File: src/rtl/grey_pkg.sv
// grey_pkg: shared constants, Johnson digit codes and FSM states for the scan reader
package grey_pkg;
    localparam int DIGIT_W    = 5;
    localparam int NUM_DIGITS = 12;
    localparam int SEL_W      = 6;
    localparam logic [DIGIT_W-1:0] J0 = 5'b00000;
    localparam logic [DIGIT_W-1:0] J1 = 5'b00001;
    localparam logic [DIGIT_W-1:0] J2 = 5'b00011;
    localparam logic [DIGIT_W-1:0] J3 = 5'b00111;
    localparam logic [DIGIT_W-1:0] J4 = 5'b01111;
    localparam logic [DIGIT_W-1:0] J5 = 5'b11111;
    localparam logic [DIGIT_W-1:0] J6 = 5'b11110;
    localparam logic [DIGIT_W-1:0] J7 = 5'b11100;
    localparam logic [DIGIT_W-1:0] J8 = 5'b11000;
    localparam logic [DIGIT_W-1:0] J9 = 5'b10000;
    typedef enum logic [2:0] {
        S_IDLE, S_SETSEL, S_WAIT, S_CAPTURE, S_COMPARE, S_FINISH
    } state_t;
endpackage

File: src/rtl/johnson_dec.sv
// johnson_dec: twisted-ring digit code to BCD, flagging the 22 unused codes
module johnson_dec
    import grey_pkg::*;
(
    input  logic [DIGIT_W-1:0] code,
    output logic [3:0]         bcd,
    output logic               valid
);
    // one legal code per decade value, everything else is invalid
    always_comb begin
        bcd   = 4'd0;
        valid = 1'b1;
        case (code)
            J0: bcd = 4'd0;
            J1: bcd = 4'd1;
            J2: bcd = 4'd2;
            J3: bcd = 4'd3;
            J4: bcd = 4'd4;
            J5: bcd = 4'd5;
            J6: bcd = 4'd6;
            J7: bcd = 4'd7;
            J8: bcd = 4'd8;
            J9: bcd = 4'd9;
            default: valid = 1'b0;
        endcase
    end
endmodule

File: src/rtl/grey_scan_reader.sv
// grey_scan_reader: double-scans a multiplexed Johnson counter and reports a coherent BCD snapshot
module grey_scan_reader
    import grey_pkg::*;
#(
    parameter int DIGITS    = NUM_DIGITS,
    parameter int SETTLE    = 2,
    parameter int MAX_RETRY = 3
) (
    input  logic                  CLK,
    input  logic                  RST,
    input  logic                  START,
    input  logic [7:0]            CNT_OUT,
    output logic [SEL_W-1:0]      SEL,
    output logic                  BUSY,
    output logic                  DONE,
    output logic [4*DIGITS-1:0]   BCD,
    output logic                  CODE_ERR,
    output logic                  STABLE_ERR,
    output logic [3:0]            ERR_DIGIT
);
    state_t              state, state_next;
    logic [SEL_W-1:0]    idx;
    logic                pass_b;
    logic [7:0]          retry;
    logic [7:0]          wait_cnt;
    logic [4*DIGITS-1:0] sh_a, sh_b;
    logic [3:0]          dig;
    logic                dig_ok;
    logic                unused_hi;

    assign unused_hi = ^CNT_OUT[7:5];

    johnson_dec u_dec (
        .code  (CNT_OUT[DIGIT_W-1:0]),
        .bcd   (dig),
        .valid (dig_ok)
    );

    assign BUSY = (state != S_IDLE) && (state != S_FINISH);
    assign DONE = (state == S_FINISH);

    // state register
    always_ff @(posedge CLK or negedge RST) begin
        if (!RST) state <= S_IDLE;
        else      state <= state_next;
    end

    // next-state logic: scan pass A, scan pass B, compare, retry or finish
    always_comb begin
        state_next = state;
        case (state)
            S_IDLE:    state_next = START ? S_SETSEL : S_IDLE;
            S_SETSEL:  state_next = (SETTLE == 1) ? S_CAPTURE : S_WAIT;
            S_WAIT:    state_next = (wait_cnt == 8'(SETTLE - 2)) ? S_CAPTURE : S_WAIT;
            S_CAPTURE: state_next = !dig_ok ? S_FINISH :
                                    (idx < SEL_W'(DIGITS - 1) || !pass_b) ? S_SETSEL : S_COMPARE;
            S_COMPARE: state_next = (sh_a == sh_b || retry >= 8'(MAX_RETRY)) ? S_FINISH : S_SETSEL;
            S_FINISH:  state_next = S_IDLE;
            default:   state_next = S_IDLE;
        endcase
    end

    // datapath: digit select, settle counter, shadow captures, result and error flags
    always_ff @(posedge CLK or negedge RST) begin
        if (!RST) begin
            SEL        <= '0;
            BCD        <= '0;
            CODE_ERR   <= 1'b0;
            STABLE_ERR <= 1'b0;
            ERR_DIGIT  <= '0;
            idx        <= '0;
            pass_b     <= 1'b0;
            retry      <= '0;
            wait_cnt   <= '0;
            sh_a       <= '0;
            sh_b       <= '0;
        end else begin
            case (state)
                S_IDLE: if (START) begin
                    CODE_ERR   <= 1'b0;
                    STABLE_ERR <= 1'b0;
                    ERR_DIGIT  <= '0;
                    idx        <= '0;
                    pass_b     <= 1'b0;
                    retry      <= '0;
                end
                S_SETSEL: begin
                    SEL      <= idx;
                    wait_cnt <= '0;
                end
                S_WAIT: wait_cnt <= wait_cnt + 8'd1;
                S_CAPTURE: if (!dig_ok) begin
                    CODE_ERR  <= 1'b1;
                    ERR_DIGIT <= idx[3:0];
                end else begin
                    for (int i = 0; i < DIGITS; i++)
                        if (idx == SEL_W'(i)) begin
                            if (pass_b) sh_b[4*i +: 4] <= dig;
                            else        sh_a[4*i +: 4] <= dig;
                        end
                    if (idx < SEL_W'(DIGITS - 1)) begin
                        idx <= idx + 1'b1;
                    end else if (!pass_b) begin
                        pass_b <= 1'b1;
                        idx    <= '0;
                    end
                end
                S_COMPARE: if (sh_a == sh_b) begin
                    BCD <= sh_a;
                end else if (retry < 8'(MAX_RETRY)) begin
                    retry  <= retry + 8'd1;
                    pass_b <= 1'b0;
                    idx    <= '0;
                end else begin
                    STABLE_ERR <= 1'b1;
                end
                default: ;
            endcase
        end
    end
endmodule

File: config.mk
export PLATFORM = sky130hd
export DESIGN_NAME = grey_scan_reader
export DESIGN_NICKNAME = d
export VERILOG_FILES = /design/src/rtl/grey_pkg.sv /design/src/rtl/johnson_dec.sv /design/src/rtl/grey_scan_reader.sv
export SDC_FILE = /design/constraint.sdc
export NUM_CORES = 1
export LEC_CHECK = 0
export ABC_AREA = 1
export CAP_MARGIN = 40
export CORE_MARGIN = 4
export CORE_UTILIZATION = 62
export DETAILED_ROUTE_END_ITERATION = 12
export GPL_TIMING_DRIVEN = 0
export PLACE_DENSITY = 0.85
export SETUP_SLACK_MARGIN = 0.1
export SYNTH_ARGS = -nofsm -noshare
export SYNTH_HDL_FRONTEND = slang
export SYNTH_HIERARCHICAL = 1
export SYNTH_SLANG_ARGS = --single-unit
export TNS_END_PERCENT = 1
File: constraint.sdc
create_clock -name CLK -period 4 [get_ports CLK]
set_input_delay 1.2 -clock CLK [delete_from_list [all_inputs] [get_ports CLK]]
set_output_delay 1.2 -clock CLK [all_outputs]
set_load 0.01 [all_outputs]
==> results.json <==
{
  "clk_pin_slew_ns": 0.06,
  "synth_cell_type_count": 36,
  "syn_area_sq_um": 8387,
  "max_slew_margin_pct": 46.60,
  "fmax_mhz": 309.2,
  "ys.flop_type": "dfrtp_1",
  "cts_hold_buf": 0,
  "overflow": 0,
  "power_leakage_nw": 4.845,
  "rsz0062_at_grt": "no",
  "end_kind": "flip-flop",
  "irDropWorstVdd_mv": 0.4510,
  "period_share_pct": 80.85,
  "io_pins": 73,
  "synth_top_area_cell": "dfrtp_1",
  "seq_area_frac_synth_pct": 54.30,
  "first_pass_iters": 6,
  "hold_viol": 0,
  "dp_cells": 1257,
  "worst_pin_slew_ns": 0.8010,
  "rows": 42,
  "grt_pass1_wl_um": 34260,
  "drive_gt1_share_pct": 6.655,
  "grtUsageTotal_pct": 27.78,
  "yosys.area.top_type_share_pct": 54.30,
  "antenna_found_initial": 0,
  "cts_tree": "built",
  "drv_cap": 0,
  "die_x_um": 124.3,
  "critPathMaxFanout": 10,
  "async_flop_share_pct": 100.0,
  "antenna_left": 0,
  "drt_wl_total_um": 20580,
  "yosysMostFrequentCell": "nand2_1",
  "reg2reg_slack_ns": 1.84,
  "r2r_cells": 9,
  "post-place-ws_ns": 0.4708,
  "ys_seq_elements": 182,
  "r2r-start": "sh_a[28]",
  "postLayoutCellArea_sq_um": 9882,
  "avgSynthCellArea_sq_um": 8.296,
  "hp-start": "retry[6]",
  "worstSkewPairLatency_ns": 0.43,
  "hold_class": "reg -> reg",
  "worstSetupStartpointType": "input port",
  "drt_iter0_drc": 699,
  "cts_setup_buffers": 0,
  "core_area_sq_um": 13240,
  "start_util_pct": 63.33,
  "synth_edf_count": 0,
  "holdWs_ns": 0.4662,
  "setup_viol_count_final": 0,
  "setup_slack_ns": 0.7659,
  "nets": 1118,
  "grt_pass1_vias": 6971,
  "yosys_warnings": 6,
  "critPathRequiredTime_ns": 4.28,
  "area_growth_pct": 17.83,
  "dieArea_sq_um": 15450,
  "synthCells": 1011,
  "hpwl_um": 14310,
  "fin_crit_ns": 3.234,
  "ctsResizeCount": 0,
  "fin_skew_ns": 0.007776,
  "drt-wirelength-per-cell_um": 15.97,
  "clock_sinks": 182,
  "cp-startpoint": "CNT_OUT[1]",
  "synth_common_cells": "nand2_1, dfrtp_1, o21ai_0, inv_1, nor2_1",
  "criticalPathCategory": "in -> reg",
  "drc": 0,
  "viasPerCell": 5.472,
  "syn_nets": 1029,
  "power_density_nw_per_um2": 476.4,
  "clockBufferDepth": 2,
  "final_cells": 1288,
  "slew_viol_final": 0,
  "portBuffers": 69,
  "diodes": 0,
  "status": "finished, final reports clean",
  "place_congestion": 0.9239,
  "whs_path_depth": 2,
  "die_y_um": 124.3,
  "cts_buffers": 17,
  "cp_data_arrival_time_ns": 3.51,
  "htreeDepth": 4,
  "worstReg2RegEnd": "pass_b",
  "cts_root_buffer": "clkbuf_16",
  "dpl-instance-area_sq_um": 9330,
  "synth_area_leaders": "dfrtp_1, nand2_1, o21ai_0",
  "endpoint": "sh_a[39]",
  "num_vias": 7048,
  "grt_max_degree": 108
}
power breakdown:
group,switching [mW],internal [mW]
logic,0.740,0.350
clock network,0.685,0.897
registers,0.0923,1.94
sequential cells by signal, indices dropped and copies added, names as in the netlist:
| signal | flops |
|---|---|
| sh_a | 48 |
| idx | 6 |
| BCD | 48 |
| pass_b | 1 |
| wait_cnt | 8 |
| CODE_ERR | 1 |
| sh_b | 48 |
| SEL | 6 |
| state | 3 |
| STABLE_ERR | 1 |
| retry | 8 |
| ERR_DIGIT | 4 |
routing by layer:
layer / global-route usage [%] / part of all wire (%)
met2: 45.71 / 49
met5: 0 / 0
met1: 35.42 / 40
met3: 6.261 / 7.1
met4: 12.38 / 3.8
layout make-up:
class                   instances  area, sq um
plain buffers                  25        151.4
clock buffers                  22        474.2
clock inverters                 9        77.57
fillers                       981         3361
inverters                     105        394.1
multi-input cells             699         3287
flip-flops and latches        182         4554
well taps                     176        220.2
repair buffers                 70        723.2
critical path, cell delays in order:
cell	delay, ns
clkdlybuf4s50_1	0.44
nor2_1	0.20
nand3_1	0.12
nand4_1	0.14
inv_1	0.08
nor2_1	0.17
clkbuf_1	0.48
nand3_1	0.38
nand2_1	0.18
o21ai_0	0.10
cells by family (layout without fill, tap and decap cells):
kind of cell             count (synthesis)  after routing  share of synthesized area [%]
multiplexers                             1              1                         0.1343
buffers and inverters                  130            231                          6.505
flip-flops                             182            182                          54.30
AND/OR/NAND/NOR                        516            516                          25.42
adder cells (fa/ha/maj)                  7              7                          1.044
AO/OA/AOI/OAI                          146            146                          9.563
XOR/XNOR                                29             29                          3.029
placed cells by master (no fill, tap or decap), types with 2 or more instances in the layout:
cell | Yosys | final
clkdlybuf4s50_1 | 0 | 68
inv_2 | 2 | 2
xor2_1 | 8 | 8
nand3_1 | 63 | 63
clkinvlp_4 | 0 | 3
o31ai_1 | 2 | 2
o21ai_2 | 15 | 15
o21ai_1 | 7 | 7
o21ai_0 | 112 | 112
ha_1 | 7 | 7
dfrtp_1 | 182 | 182
nor2_2 | 4 | 4
clkbuf_16 | 0 | 17
nor2_1 | 75 | 75
clkinv_2 | 0 | 5
and2_1 | 2 | 2
o22ai_1 | 4 | 4
nand2_2 | 2 | 2
nand3_2 | 4 | 4
clkbuf_1 | 14 | 16
inv_1 | 103 | 103
buf_6 | 7 | 7
nand2_1 | 343 | 343
clkbuf_8 | 0 | 3
a21oi_1 | 4 | 4
nand4_1 | 12 | 12
buf_2 | 3 | 3
xnor2_1 | 21 | 21
nor2_4 | 2 | 2
nor3_1 | 2 | 2
worst min path at each step:
stage          endpoint  slack, ns
2_1_floorplan  retry[4]       0.44
3_3_place_gp   retry[4]       0.45
3_5_place_dp   retry[6]       0.45
4_1_cts        retry[6]       0.47
5_1_grt         BCD[28]       0.49
6_report       retry[6]       0.47
metrics by stage:
stage / util (%) / TNS (ns) / power [mW]
after floorplan: - / 0 / 2.744
after global placement: 70.21 / -1010.10 / 3.100
after detailed placement: 70.46 / 0 / 3.134
after CTS: 74.62 / 0 / 4.699
after global routing: 74.62 / 0 / 4.931
final: 74.62 / 0 / 4.708
Power figures use the tool's default switching activity.
